[src/rtl/parking_gate_controller.sv]
// Entry/exit barrier front end: sensor sync + debounce and one FSM per lane.
// Optional lane timeout in OPEN is built only when GATE_TIMEOUT_EN is defined.
module parking_gate_controller #(
    parameter int DEBOUNCE_CYCLES = 4,
    parameter int CLOSE_HOLD      = 8,
    parameter int TIMEOUT_CYCLES  = 1024
) (
    input  logic clock,
    input  logic reset_n,
    input  logic entry_approach,
    input  logic entry_pass,
    input  logic exit_approach,
    input  logic exit_pass,
    input  logic full_signal,
    output logic entry_gate_up,
    output logic exit_gate_up,
    output logic car_arrival,
    output logic car_departure,
    output logic entry_denied,
    output logic timeout_flag
);

    localparam int DW = $clog2(DEBOUNCE_CYCLES + 1);
    localparam int HW = $clog2(CLOSE_HOLD + 1);

    typedef enum logic [1:0] {
        S_IDLE,
        S_OPEN,
        S_PASS,
        S_HOLD
    } lane_state_e;

    // Sensor bit order: [0] entry approach, [1] entry pass,
    // [2] exit approach, [3] exit pass.
    logic [3:0]    raw;
    logic [3:0]    sync1_q;
    logic [3:0]    sync2_q;
    logic [3:0]    db_q;
    logic [3:0]    db_d;
    logic [DW-1:0] dcnt_q [4];
    logic [DW-1:0] dcnt_d [4];

    // Lane index: 0 = entry, 1 = exit.
    logic [1:0]    appr;
    logic [1:0]    pass;
    logic [1:0]    allow;
    logic [1:0]    expire;
    lane_state_e   state_q [2];
    lane_state_e   state_d [2];
    logic [HW-1:0] hcnt_q  [2];
    logic [HW-1:0] hcnt_d  [2];

    logic [1:0]    gate_q;
    logic [1:0]    gate_d;
    logic [1:0]    pulse_q;
    logic [1:0]    pulse_d;
    logic          denied_q;
    logic          denied_d;

    assign raw = {exit_pass, exit_approach, entry_pass, entry_approach};

    // Synchroniser chain, debounced levels and stability counters.
    always_ff @(posedge clock or negedge reset_n) begin
        if (!reset_n) begin
            sync1_q <= '0;
            sync2_q <= '0;
            db_q    <= '0;
            for (int i = 0; i < 4; i++) dcnt_q[i] <= '0;
        end else begin
            sync1_q <= raw;
            sync2_q <= sync1_q;
            db_q    <= db_d;
            for (int i = 0; i < 4; i++) dcnt_q[i] <= dcnt_d[i];
        end
    end

    // Count consecutive mismatches; flip the level on the last one.
    always_comb begin
        db_d = db_q;
        for (int i = 0; i < 4; i++) begin
            dcnt_d[i] = '0;
            if (sync2_q[i] != db_q[i]) begin
                if (dcnt_q[i] == DW'(DEBOUNCE_CYCLES - 1)) begin
                    db_d[i] = sync2_q[i];
                end else begin
                    dcnt_d[i] = dcnt_q[i] + 1'b1;
                end
            end
        end
    end

    // Lanes act on the new debounced level in the edge it changes.
    assign appr  = {db_d[2], db_d[0]};
    assign pass  = {db_d[3], db_d[1]};
    assign allow = {1'b1, ~full_signal};

    // Lane state and hold-counter registers.
    always_ff @(posedge clock or negedge reset_n) begin
        if (!reset_n) begin
            for (int l = 0; l < 2; l++) begin
                state_q[l] <= S_IDLE;
                hcnt_q[l]  <= '0;
            end
        end else begin
            for (int l = 0; l < 2; l++) begin
                state_q[l] <= state_d[l];
                hcnt_q[l]  <= hcnt_d[l];
            end
        end
    end

    // Lane next-state; a beam seen in IDLE or HOLD has no effect.
    always_comb begin
        for (int l = 0; l < 2; l++) begin
            state_d[l] = state_q[l];
            case (state_q[l])
                S_IDLE: begin
                    if (appr[l] && allow[l]) state_d[l] = S_OPEN;
                end
                S_OPEN: begin
                    if (pass[l])        state_d[l] = S_PASS;
                    else if (expire[l]) state_d[l] = S_HOLD;
                end
                S_PASS: begin
                    if (!pass[l]) state_d[l] = S_HOLD;
                end
                S_HOLD: begin
                    if (hcnt_q[l] == HW'(CLOSE_HOLD - 1)) state_d[l] = S_IDLE;
                end
                default: state_d[l] = S_IDLE;
            endcase
            hcnt_d[l] = '0;
            if (state_q[l] == S_HOLD && state_d[l] == S_HOLD) begin
                hcnt_d[l] = hcnt_q[l] + 1'b1;
            end
        end
    end

    // Output decode from the next state so outputs register with it.
    always_comb begin
        gate_d  = '0;
        pulse_d = '0;
        for (int l = 0; l < 2; l++) begin
            gate_d[l]  = (state_d[l] == S_OPEN) || (state_d[l] == S_PASS);
            pulse_d[l] = (state_q[l] == S_PASS) && (state_d[l] == S_HOLD);
        end
        denied_d = (state_d[0] == S_IDLE) && appr[0] && full_signal;
    end

    // Registered outputs; reset drops barriers and kills any pulse.
    always_ff @(posedge clock or negedge reset_n) begin
        if (!reset_n) begin
            gate_q   <= '0;
            pulse_q  <= '0;
            denied_q <= 1'b0;
        end else begin
            gate_q   <= gate_d;
            pulse_q  <= pulse_d;
            denied_q <= denied_d;
        end
    end

    assign entry_gate_up = gate_q[0];
    assign exit_gate_up  = gate_q[1];
    assign car_arrival   = pulse_q[0];
    assign car_departure = pulse_q[1];
    assign entry_denied  = denied_q;

`ifdef GATE_TIMEOUT_EN
    localparam int TW = $clog2(TIMEOUT_CYCLES + 1);

    logic [TW-1:0] tcnt_q [2];
    logic [TW-1:0] tcnt_d [2];
    logic          tmo_q;
    logic          tmo_d;

    // Lane gives up on the car after TIMEOUT_CYCLES in OPEN.
    always_comb begin
        for (int l = 0; l < 2; l++) begin
            expire[l] = (tcnt_q[l] == TW'(TIMEOUT_CYCLES - 1));
        end
    end

    // OPEN-time counters, cleared whenever the lane leaves OPEN.
    always_comb begin
        tmo_d = 1'b0;
        for (int l = 0; l < 2; l++) begin
            tcnt_d[l] = '0;
            if (state_q[l] == S_OPEN && state_d[l] == S_OPEN) begin
                tcnt_d[l] = tcnt_q[l] + 1'b1;
            end
            if (state_q[l] == S_OPEN && state_d[l] == S_HOLD) begin
                tmo_d = 1'b1;
            end
        end
    end

    // Timeout counters and flag register.
    always_ff @(posedge clock or negedge reset_n) begin
        if (!reset_n) begin
            for (int l = 0; l < 2; l++) tcnt_q[l] <= '0;
            tmo_q <= 1'b0;
        end else begin
            for (int l = 0; l < 2; l++) tcnt_q[l] <= tcnt_d[l];
            tmo_q <= tmo_d;
        end
    end

    assign timeout_flag = tmo_q;
`else
    // OPEN waits indefinitely; the timeout length has no effect here.
    assign expire       = '0;
    assign timeout_flag = 1'b0 & (TIMEOUT_CYCLES > 0);
`endif

endmodule

[config.mk]
export PLATFORM = sky130hd
export DESIGN_NAME = parking_gate_controller
export DESIGN_NICKNAME = d
export VERILOG_FILES = /design/src/rtl/parking_gate_controller.sv
export SDC_FILE = /design/constraint.sdc
export NUM_CORES = 1
export LEC_CHECK = 0
export ABC_AREA = 1
export CAP_MARGIN = 30
export CORE_ASPECT_RATIO = 1.25
export CORE_MARGIN = 4
export CORE_UTILIZATION = 35
export CTS_CLUSTER_DIAMETER = 150
export DETAILED_ROUTE_END_ITERATION = 16
export PLACE_DENSITY = 0.64
export SLEW_MARGIN = 20
export SYNTH_ARGS = -nofsm -noshare
export SYNTH_HDL_FRONTEND = slang
export SYNTH_SLANG_ARGS = --single-unit
[constraint.sdc]
create_clock -name clock -period 1.7 [get_ports clock]
set_input_delay 0.34 -clock clock [delete_from_list [all_inputs] [get_ports clock]]
set_output_delay 0.34 -clock clock [all_outputs]
set_load 0.01 [all_outputs]
==> results of run 1 <==
-- cells in the final DEF (no fill, tap or decap), types with 4 or more instances in the layout --
cell / synthesis / final
buf_4: 1 / 4
clkbuf_8: 0 / 6
clkdlybuf4s50_1: 0 / 10
dfrtp_1: 41 / 41
ha_1: 8 / 6
inv_1: 12 / 12
inv_2: 5 / 5
nand2_1: 26 / 22
nand2_2: 7 / 11
nand3_1: 5 / 5
nor2_1: 17 / 17
nor3_1: 9 / 9
xnor2_1: 4 / 4
-- stage by stage --
stage	hold WS, ns	cells	utilization	cell area, um2	setup WS [ns]
after global placement	0.311	220	0.407	1820	0.105
final	0.00527	229	0.435	1940	0.137
after CTS	0.0138	227	0.427	1900	0.00289
after detailed placement	0.326	220	0.407	1820	0.0241
after floorplan	0.0444	150	-	1630	0.208
after global routing	0.0275	229	0.435	1940	0.00965
-- sequential cells by signal, indices dropped and copies added, names as in the netlist --
signal        count
dcnt_q           12
hcnt_q            8
db_q              4
state_q           4
sync1_q           4
sync2_q           4
gate_q            2
pulse_q           2
entry_denied      1
-- routing by layer --
metal	global-route usage	vias up
li1	-	514
met1	0.0864	509
met2	0.179	14
met3	0.0299	4
met4	0.0426	0
met5	0	-
-- power by group through the flow --
stage / sequential (mW) / clock (mW) / combinational, mW
final: 1.40 / 0.614 / 1.05
after global routing: 1.44 / 0.680 / 1.21
after CTS: 1.41 / 0.638 / 0.996
after detailed placement: 1.43 / 0 / 0.992
after global placement: 1.40 / 0 / 0.921
after floorplan: 1.41 / 0 / 0.673
-- final cells by class --
type	instances	area [um2]
inverters	17	63.8
clock buffers	7	86.3
flip-flops and latches	41	1030
repair buffers	15	135
fillers	443	2520
well taps	58	72.6
multi-input cells	91	557
-- worst max path at each step --
stage / start / end / depth (start not counted)
floorplan: hcnt_q[4]$_DFF_PN0_ / hcnt_q[6]$_DFF_PN0_ / 9
global placement: full_signal / hcnt_q[6]$_DFF_PN0_ / 7
detailed placement: dcnt_q[0]$_DFF_PN0_ / hcnt_q[2]$_DFF_PN0_ / 9
CTS: dcnt_q[0]$_DFF_PN0_ / hcnt_q[2]$_DFF_PN0_ / 9
global route: dcnt_q[0]$_DFF_PN0_ / hcnt_q[2]$_DFF_PN0_ / 9
finish: hcnt_q[4]$_DFF_PN0_ / hcnt_q[6]$_DFF_PN0_ / 9
-- logic make-up (layout without fill, tap and decap cells) --
| logic type | Yosys count | count (layout) | share of synthesized area |
|---|---|---|---|
| AND/OR/NAND/NOR | 71 | 71 | 0.208 |
| flip-flops | 41 | 41 | 0.629 |
| adder cells (fa/ha/maj) | 8 | 8 | 0.0614 |
| XOR/XNOR | 6 | 6 | 0.0322 |
| AO/OA/AOI/OAI | 5 | 5 | 0.0238 |
| buffers and inverters | 18 | 39 | 0.0437 |
| other | 1 | 1 | 0.00230 |
-- timing repair --
item                                   CTS  global route
gates resized for setup                  0             7
endpoints found under the hold margin    0             0
setup buffers                            0             2
setup endpoints to repair                0             6
==> metrics.md, run 1 <==
| Metric | Value |
|---|---|
| Status | finished, final reports clean |
| ANT cells | 0 |
| Routability cong. | 0.795 |
| Fin crit share | 0.919 |
| Top cell type's share of synthesized area | 0.629 |
| Reg2reg end | hcnt_q[6]$_DFF_PN0_ |
| Core ar. | 0.00446 mm2 |
| #FFs+latches synth | 41 |
| Pint | between 2 and 2.5 mW |
| CP Data Arrival Time | 1.77 ns |
| Most common cell in the netlist | dfrtp_1 |
| Flop-to-flop setup slack | 0.14 ns |
| Tot GR Track Use | 0.0926 |
| Final hold vios | 0 |
| DR pass1 iterations | 4 |
| Die Wd | 69.1 um |
| Worst-skew pair later-pin latency | 0.28 ns |
| Met2 wire length | around 1400 um |
| Syn. warnings | 0 |
| # port buffers | 11 |
| Fmax | 640 MHz |
| Main synth FF type | dfrtp_1 |
| Crit path max fanout | 4 |
| PwrDens | 1580 mW/mm2 |
| Slowest CP cell | dfrtp_1 |
| Setup CP Type | register to register |
| Post-route minimum period | 1.56 ns |
| WP buf/inv | 0 |
| Die area | 0.00582 mm2 |
| Commonest cells post-synth | 41 x dfrtp_1, 26 x nand2_1, 17 x nor2_1, 12 x inv_1, 9 x nor3_1 |
| Maxcap violations | 0 |
| DRT met1 WL | 951 um |
| Critical Path Most Common Cell | nand2_2 |
| Total power draw | 3.07 mW |
| DR vias/cell | 4.55 |
| Crit start category | register |
| Ys async rst share | 1.00 |
| Reg2reg path depth | 9 |
| Peak supply drop | 0.523 mV |
| Vias in the first global route | 1101 |
| Final setup viols | 0 |
| Initial Util | 0.366 |
| Net Sw Power | roughly 1.0 mW |
| RSZ-0062 raised after global routing | no |
| Hpwl dp | 1990 um |
| CP endpoint kind | register |
| Comb power frac | 0.342 |
| Pleak | roughly 0.94 nW |
| Nets | between 150 and 200 |
| Syn Std Cell Area | 0.00163 mm2 |
| Worst Hold Class | input port to asynchronous set/reset pin |
| Share of cells above drive strength 1 | 0.205 |
| Sw Share | 0.340 |
| Distinct cell type count of the synthesized netlist | 24 |
| CP peak stage delay | around 0.40 ns |
| CP required | 1.91 ns |
| Layout area overhead | 18.9% |
| DRC Markers | 0 |
| Synth area leader | dfrtp_1 |
| Syn Nets | 165 |
| CP Cell Sequence | ha_1 > nand2_1 > nor2_4 > a21oi_4 > nand2_2 > nand2_2 > ha_1 > nand2_2 > nor3b_2 |
| Met3 routed WL | 87 um |
| Final slew viol count | 0 |
| Reg clk slew, reported paths | 0.07 ns |
| Setup Skew | around 0.0030 ns |
| Antenna violations before repair | 0 |
| FP Rows | 27 |
| GR Overflow Total | 0 |
| Area contributors post-synth | dfrtp_1 63%, ha_1 6.1%, nand2_1 6.0% |
| # hold bufs at CTS | 0 |
| DR vias | around 1000 |
| TritonCTS clock tree | yes |
| Largest net degree at the start of global routing | 23 |
| DRT iter0 DRCs | 8 |
| CTS max path bufs | 2 |
| First-pass GRT wire length | 4430 um |
| Post-synth EDFFs | 0 |
| Num CTS Buffers | 5 |
| Clock sink total | about 40 |
| Highest Signal Layer | met4 |
| Part of the power in registers | 0.458 |
| Post-Syn Instances | 150 |
| Clock root buffer | clkbuf_8 |
| I/O pin count | 13 |
| Largest delay contributor family on the critical path | simple AND/OR/NAND/NOR gates |
| Fin Setup TNS | 0 ns |
| Detail Route Antenna Nets | 0 |
| H-tree depth | 2 |
| Chip height | around 84 um |
| Mapped Avg Cell Area | 10.9 um2 |
| Worst R2R Start | hcnt_q[4]$_DFF_PN0_ |
| Sequential area share after synthesis | 0.629 |
| Drt total wl | around 2500 um |
| Clock network fraction of total power | 0.200 |
| Wire length per cell | 10.9 um |
Power figures use the tool's default switching activity.
==> run 2: changes to the inputs <==
GPL_TIMING_DRIVEN = 1   (was unset)
SKIP_CTS_REPAIR_TIMING = 1   (was unset)
clock period = 2.05 ns   (was 1.7 ns; I/O delays follow)
==> metrics.md, run 2 (synthesized netlist as in run 1, its figures left out) <==
| Metric | Value |
|---|---|
| CTS max path bufs | 2 (unchanged) |
| Share of cells above drive strength 1 | 0.160 (-0.0449) |
| Fin Setup TNS | 0 ns (unchanged) |
| TritonCTS clock tree | yes |
| Hpwl dp | 1820 um (-8.8%) |
| Clock root buffer | clkbuf_8 |
| I/O pin count | 13 (unchanged) |
| Max reg flops | 12 (unchanged) |
| Commonest non-fill, non-tap cell in the layout | dfrtp_1 |
| Reg2reg path depth | 9 (unchanged) |
| Initial Util | 0.366 (unchanged) |
| Pleak | 0.936 nW (+0.12%) |
| # port buffers | 11 (unchanged) |
| Status | finished, final reports clean |
| RSZ-0062 raised after global routing | no |
| DRT iter0 DRCs | 47 (+39) |
| Comb power frac | 0.304 (-0.038) |
| Flop-to-flop setup slack | 0.37 ns (+0.23 ns) |
| Register area | 0.00103 mm2 (unchanged) |
| Drt total wl | 2420 um (-2.9%) |
| Crit start category | register |
| Tot GR Track Use | 0.0980 (+0.00542) |
| CP endpoint kind | register |
| CP Data Arrival Time | 1.89 ns (+0.12 ns) |
| Wire length per cell | 10.6 um (-2.0%) |
| Part of the power in registers | 0.446 (-0.012) |
| Die Wd | 69.1 um (unchanged) |
| Setup Skew | 0.00366 ns (+0.000643 ns) |
| H-tree depth | 2 (unchanged) |
| Fin crit share | 0.821 (-0.0984) |
| Detail Route Antenna Nets | 0 (unchanged) |
| Final slew viol count | 0 (unchanged) |
| Peak supply drop | 0.434 mV (-17%) |
| Layout area overhead | 18.0% |
| Final setup viols | 0 (unchanged) |
| Fmax | 594 MHz (-7.1%) |
| Num CTS Buffers | 5 (unchanged) |
| Chip height | 84.3 um (unchanged) |
| Commonest non-fill, non-tap cells in the layout | 41 x dfrtp_1, 26 x nand2_1, 17 x nor2_1, 12 x inv_1, 10 x clkdlybuf4s50_1 |
| DRC Markers | 0 (unchanged) |
| Pint | 1.77 mW (-13%) |
| Vias in the first global route | 1153 (+4.7%) |
| Placed cells | 219 (-0.45%) |
| Total power draw | 2.61 mW (-15%) |
| Antenna violations before repair | 0 (unchanged) |
| Worst Hold Class | input port to asynchronous set/reset pin |
| Reg2reg end | hcnt_q[2]$_DFF_PN0_ |
| CP required | 2.26 ns (+0.35 ns) |
| Largest net degree at the start of global routing | 42 (+83%) |
| DR vias | 1031 (-0.96%) |
| Die area | 0.00582 mm2 (unchanged) |
| Setup CP Type | register to register |
| Maxcap violations | 0 (unchanged) |
| Biggest regs | dcnt_q x12, hcnt_q x8 |
| Net Sw Power | 0.845 mW (-19%) |
| Cell area after layout | 0.00193 mm2 (-0.77%) |
| PwrDens | 1360 mW/mm2 (-14%) |
| Clock network fraction of total power | 0.250 (+0.050) |
| Reg clk slew, reported paths | 0.07 ns (about the same) |
| Most flops, register | dcnt_q |
| Placed cell areas | 0.00181 mm2 (-0.41%) |
| Worst R2R Start | dcnt_q[0]$_DFF_PN0_ |
| Multi-input logic area | 534 um2 (-4.0%) |
| Sw Share | 0.324 (-0.0164) |
| FILL cells | 439 (-0.90%) |
| Post-route minimum period | 1.68 ns (+0.120 ns) |
| Core ar. | 0.00446 mm2 (unchanged) |
| DR vias/cell | 4.54 (about the same) |
| Final core utilization | 0.432 (-0.00337) |
| Nets | 183 (-1.6%) |
| Worst-skew pair later-pin latency | 0.28 ns (about the same) |
| Finished Layout Cells | 227 (-0.87%) |
| GR Overflow Total | 0 (unchanged) |
| Crit path max fanout | 4 (unchanged) |
| Clock sink total | 41 (unchanged) |
| Final hold vios | 0 (unchanged) |
| DR pass1 iterations | 4 (unchanged) |
| First-pass GRT wire length | 4640 um (+4.7%) |
| Routability cong. | 0.782 (-1.6%) |
| ANT cells | 0 (unchanged) |
| FP Rows | 27 (unchanged) |
==> run 2: critical path, cell delays in order, from the launching register on <==
cell and delay, ns:
dfrtp_1 0.39, ha_1 0.23, nand2_1 0.10, nand2_1 0.06, nand2_1 0.13, a21oi_1 0.08, nor2_1 0.13, ha_1 0.19
nand2_1 0.12, nor3b_2 0.18
==> run 2: worst max-delay path by stage <==
stage / cells past startpoint / to / slack (ns) / start
2_1_floorplan: 9 / hcnt_q[6]$_DFF_PN0_ / 0.56 / hcnt_q[4]$_DFF_PN0_
3_3_place_gp: 7 / hcnt_q[6]$_DFF_PN0_ / 0.37 / full_signal
3_5_place_dp: 7 / hcnt_q[6]$_DFF_PN0_ / 0.26 / full_signal
4_1_cts: 9 / hcnt_q[2]$_DFF_PN0_ / 0.35 / dcnt_q[0]$_DFF_PN0_
5_1_grt: 9 / hcnt_q[2]$_DFF_PN0_ / 0.19 / dcnt_q[0]$_DFF_PN0_
6_report: 9 / hcnt_q[2]$_DFF_PN0_ / 0.37 / dcnt_q[0]$_DFF_PN0_
==> run 2: area by class of cell <==
cell class | count | share of cell area
Clock buffer | 7 | 0.0448
Clock inverter | 1 | 0.0156
Inverter | 17 | 0.0331
Multi-Input combinational cell | 91 | 0.277
Sequential cell | 41 | 0.533
Tap cell | 58 | 0.0377
Timing Repair Buffer | 12 | 0.0585
==> run 2: power groups by stage <==
stage	Clock (mW)	Sequential [mW]	Combinational (mW)
after CTS	0.672	1.17	0.814
after detailed placement	0	1.18	0.811
after global placement	0	1.17	0.755
after floorplan	0	1.17	0.558
after global routing	0.702	1.19	0.949
final	0.653	1.16	0.794
==> run 2: metal layers <==
metal / share of wire / global-route usage / vias up
met5: 0 / 0 / -
met4: 0.029 / 0.0657 / 0
met3: 0.031 / 0.0251 / 6
met2: 0.56 / 0.177 / 17
met1: 0.38 / 0.0975 / 507
li1: - / - / 501
==> run 2: through the flow <==
stage | setup slack (ns) | hold slack, ns
3_3_place_gp | 0.368 | 0.337
5_1_grt | 0.191 | 0.213
2_1_floorplan | 0.558 | 0.114
4_1_cts | 0.348 | 0.185
6_report | 0.367 | 0.170
3_5_place_dp | 0.257 | 0.337
==> run 3: changes to the inputs <==
clock period = 1.6 ns   (was 2.05 ns; I/O delays follow)
==> metrics.md, run 3 (synthesized netlist as in run 1, its figures left out) <==
| Metric | Value |
|---|---|
| # port buffers | 11 (unchanged) |
| RSZ-0062 raised after global routing | yes |
| Die area | 0.00582 mm2 (unchanged) |
| Crit path max fanout | 4 (unchanged) |
| Status | finished, final reports clean |
| Layout area overhead | 23.4% |
| Final worst slack | 0.0507 ns (-0.316 ns) |
| H-tree depth | 2 (unchanged) |
| CTS max path bufs | 2 (unchanged) |
| Crit start category | register |
| Clock root buffer | clkbuf_8 |
| Clock sink total | 41 (unchanged) |
| Setup CP Type | register to register |
| I/O pin count | 13 (unchanged) |
| TritonCTS clock tree | yes |
| Fmax | 645 MHz (+8.6%) |
| DR vias/cell | 4.54 (about the same) |
| Reg2reg end | hcnt_q[2]$_DFF_PN0_ |
| Cell area after layout | 0.00201 mm2 (+4.5%) |
| Detail Route Antenna Nets | 0 (unchanged) |
| Post-route minimum period | 1.55 ns (-0.134 ns) |
| Die Wd | 69.1 um (unchanged) |
| DR pass1 iterations | 4 (unchanged) |
| Final slew viol count | 0 (unchanged) |
| Final setup viols | 0 (unchanged) |
| Worst R2R Start | dcnt_q[0]$_DFF_PN0_ |
| Wire length per cell | 11.2 um (+5.1%) |
| Final hold vios | 0 (unchanged) |
| Reg2reg path depth | 8 (-1) |
| Commonest non-fill, non-tap cells in the layout | 41 x dfrtp_1, 18 x nand2_1, 16 x nor2_1, 13 x nand2_2, 11 x inv_1 |
| Placed cell areas | 0.00182 mm2 (+0.41%) |
| Hpwl dp | 1950 um (+6.9%) |
| Flop-to-flop setup slack | 0.05 ns (-0.32 ns) |
| Vias in the first global route | 1135 (-1.6%) |
| Core ar. | 0.00446 mm2 (unchanged) |
| Worst Setup SP | dcnt_q[0]$_DFF_PN0_ |
| Setup Skew | 0.00219 ns (-0.00147 ns) |
| Max reg flops | 12 (unchanged) |
| Routability cong. | 0.820 (+4.8%) |
| Hold depth | 0 |
| Reg clk slew, reported paths | 0.07 ns (about the same) |
| Hold Path End | sync2_q[1]$_DFF_PN0_ |
| Largest net degree at the start of global routing | 22 (-48%) |
| Fin Setup TNS | 0 ns (unchanged) |
| Chip height | 84.3 um (unchanged) |
| Share of cells above drive strength 1 | 0.288 (+0.128) |
| DR vias | 1067 (+3.5%) |
| GR Overflow Total | 0 (unchanged) |
| Num CTS Buffers | 5 (unchanged) |
| Total power draw | 3.40 mW (+30%) |
| Worst Hold Class | register to register |
| Fin crit share | 0.968 (+0.147) |
| CP Data Arrival Time | 1.76 ns (-0.13 ns) |
| Biggest regs | dcnt_q x12, hcnt_q x8 |
| FILL cells | 436 (-0.68%) |
| CP endpoint kind | register |
| First-pass GRT wire length | 4510 um (-2.8%) |
| CP required | 1.81 ns (-0.45 ns) |
| Peak supply drop | 0.572 mV (+32%) |
| FP Rows | 27 (unchanged) |
| DRT iter0 DRCs | 30 (-36%) |
| Nets | 191 (+4.4%) |
| Tot GR Track Use | 0.0980 (about the same) |
| DRC Markers | 0 (unchanged) |
| Antenna violations before repair | 0 (unchanged) |
| Hold path startpoint | sync1_q[1]$_DFF_PN0_ |
| PwrDens | 1690 mW/mm2 (+25%) |
| Initial Util | 0.366 (unchanged) |
| Worst-skew pair later-pin latency | 0.29 ns (about the same) |
| Most flops, register | dcnt_q |
| Drt total wl | 2630 um (+8.8%) |
| Pleak | 0.955 nW (+2.0%) |
| ANT cells | 0 (unchanged) |
| Pre-CTS setup slack | -0.0745 ns (-0.332 ns) |
| Maxcap violations | 0 (unchanged) |
| Commonest non-fill, non-tap cell in the layout | dfrtp_1 |
==> run 3: cell types whose count changed in the layout (fill, tap and decap cells not counted), moves of 2 or more <==
cell and delta:
nand2_4 +2, ha_1 -6, buf_4 +7, nand2_1 -8
ha_2 +6, clkinv_2 +2, nand2_2 +6
==> run 3: per-layer routing <==
layer | up-vias | wire [um] | GRT usage | part of all wire
met4 | 0 | 82 | 0.0657 | 0.031
met3 | 7 | 80 | 0.0287 | 0.030
met5 | - | 0 | 0 | 0
li1 | 518 | - | - | -
met2 | 15 | 1490 | 0.181 | 0.57
met1 | 527 | 974 | 0.0913 | 0.37
==> run 3: area by class of cell <==
cell class	instances	area, um2	area share
clock buffer	6	72.6	0.0360
clock inverter	2	10.0	0.00497
inverter	17	63.8	0.0317
multi-input combinational	91	593	0.295
sequential	41	1030	0.510
tap	58	72.6	0.0360
timing repair buffer	20	175	0.0870
==> run 3: critical path, cell delays in order (launching register included) <==
cell and delay, ns:
dfrtp_1 0.36, ha_2 0.21, nand3_1 0.14, nand2_4 0.12, a21oi_2 0.06, nor2_2 0.13, ha_2 0.22, nand2_4 0.06
nor3b_2 0.17
==> run 3: report_power, final <==
group	switching (mW)	internal, mW	leakage [nW]
logic	0.679	0.591	0.393
registers	0.181	1.32	0.516
clock network	0.327	0.302	0.0450
==> run 3: worst max path at each step <==
stage                                      to  slack (ns)  cells past startpoint
after CTS                 hcnt_q[2]$_DFF_PN0_       -0.09                      9
after global routing      hcnt_q[2]$_DFF_PN0_       -0.03                      7
after global placement    hcnt_q[2]$_DFF_PN0_       0.006                      9
final                     hcnt_q[2]$_DFF_PN0_        0.05                      8
after detailed placement  hcnt_q[2]$_DFF_PN0_       -0.07                      9
after floorplan           hcnt_q[6]$_DFF_PN0_        0.11                      9
==> run 3: stage by stage <==
step,hold WS [ns],utilization,instances
floorplan,0.0244,-,150
global placement,0.276,0.407,220
detailed placement,0.290,0.407,220
CTS,-0.0243,0.426,228
global route,0.360,0.451,235
finish,0.355,0.451,235
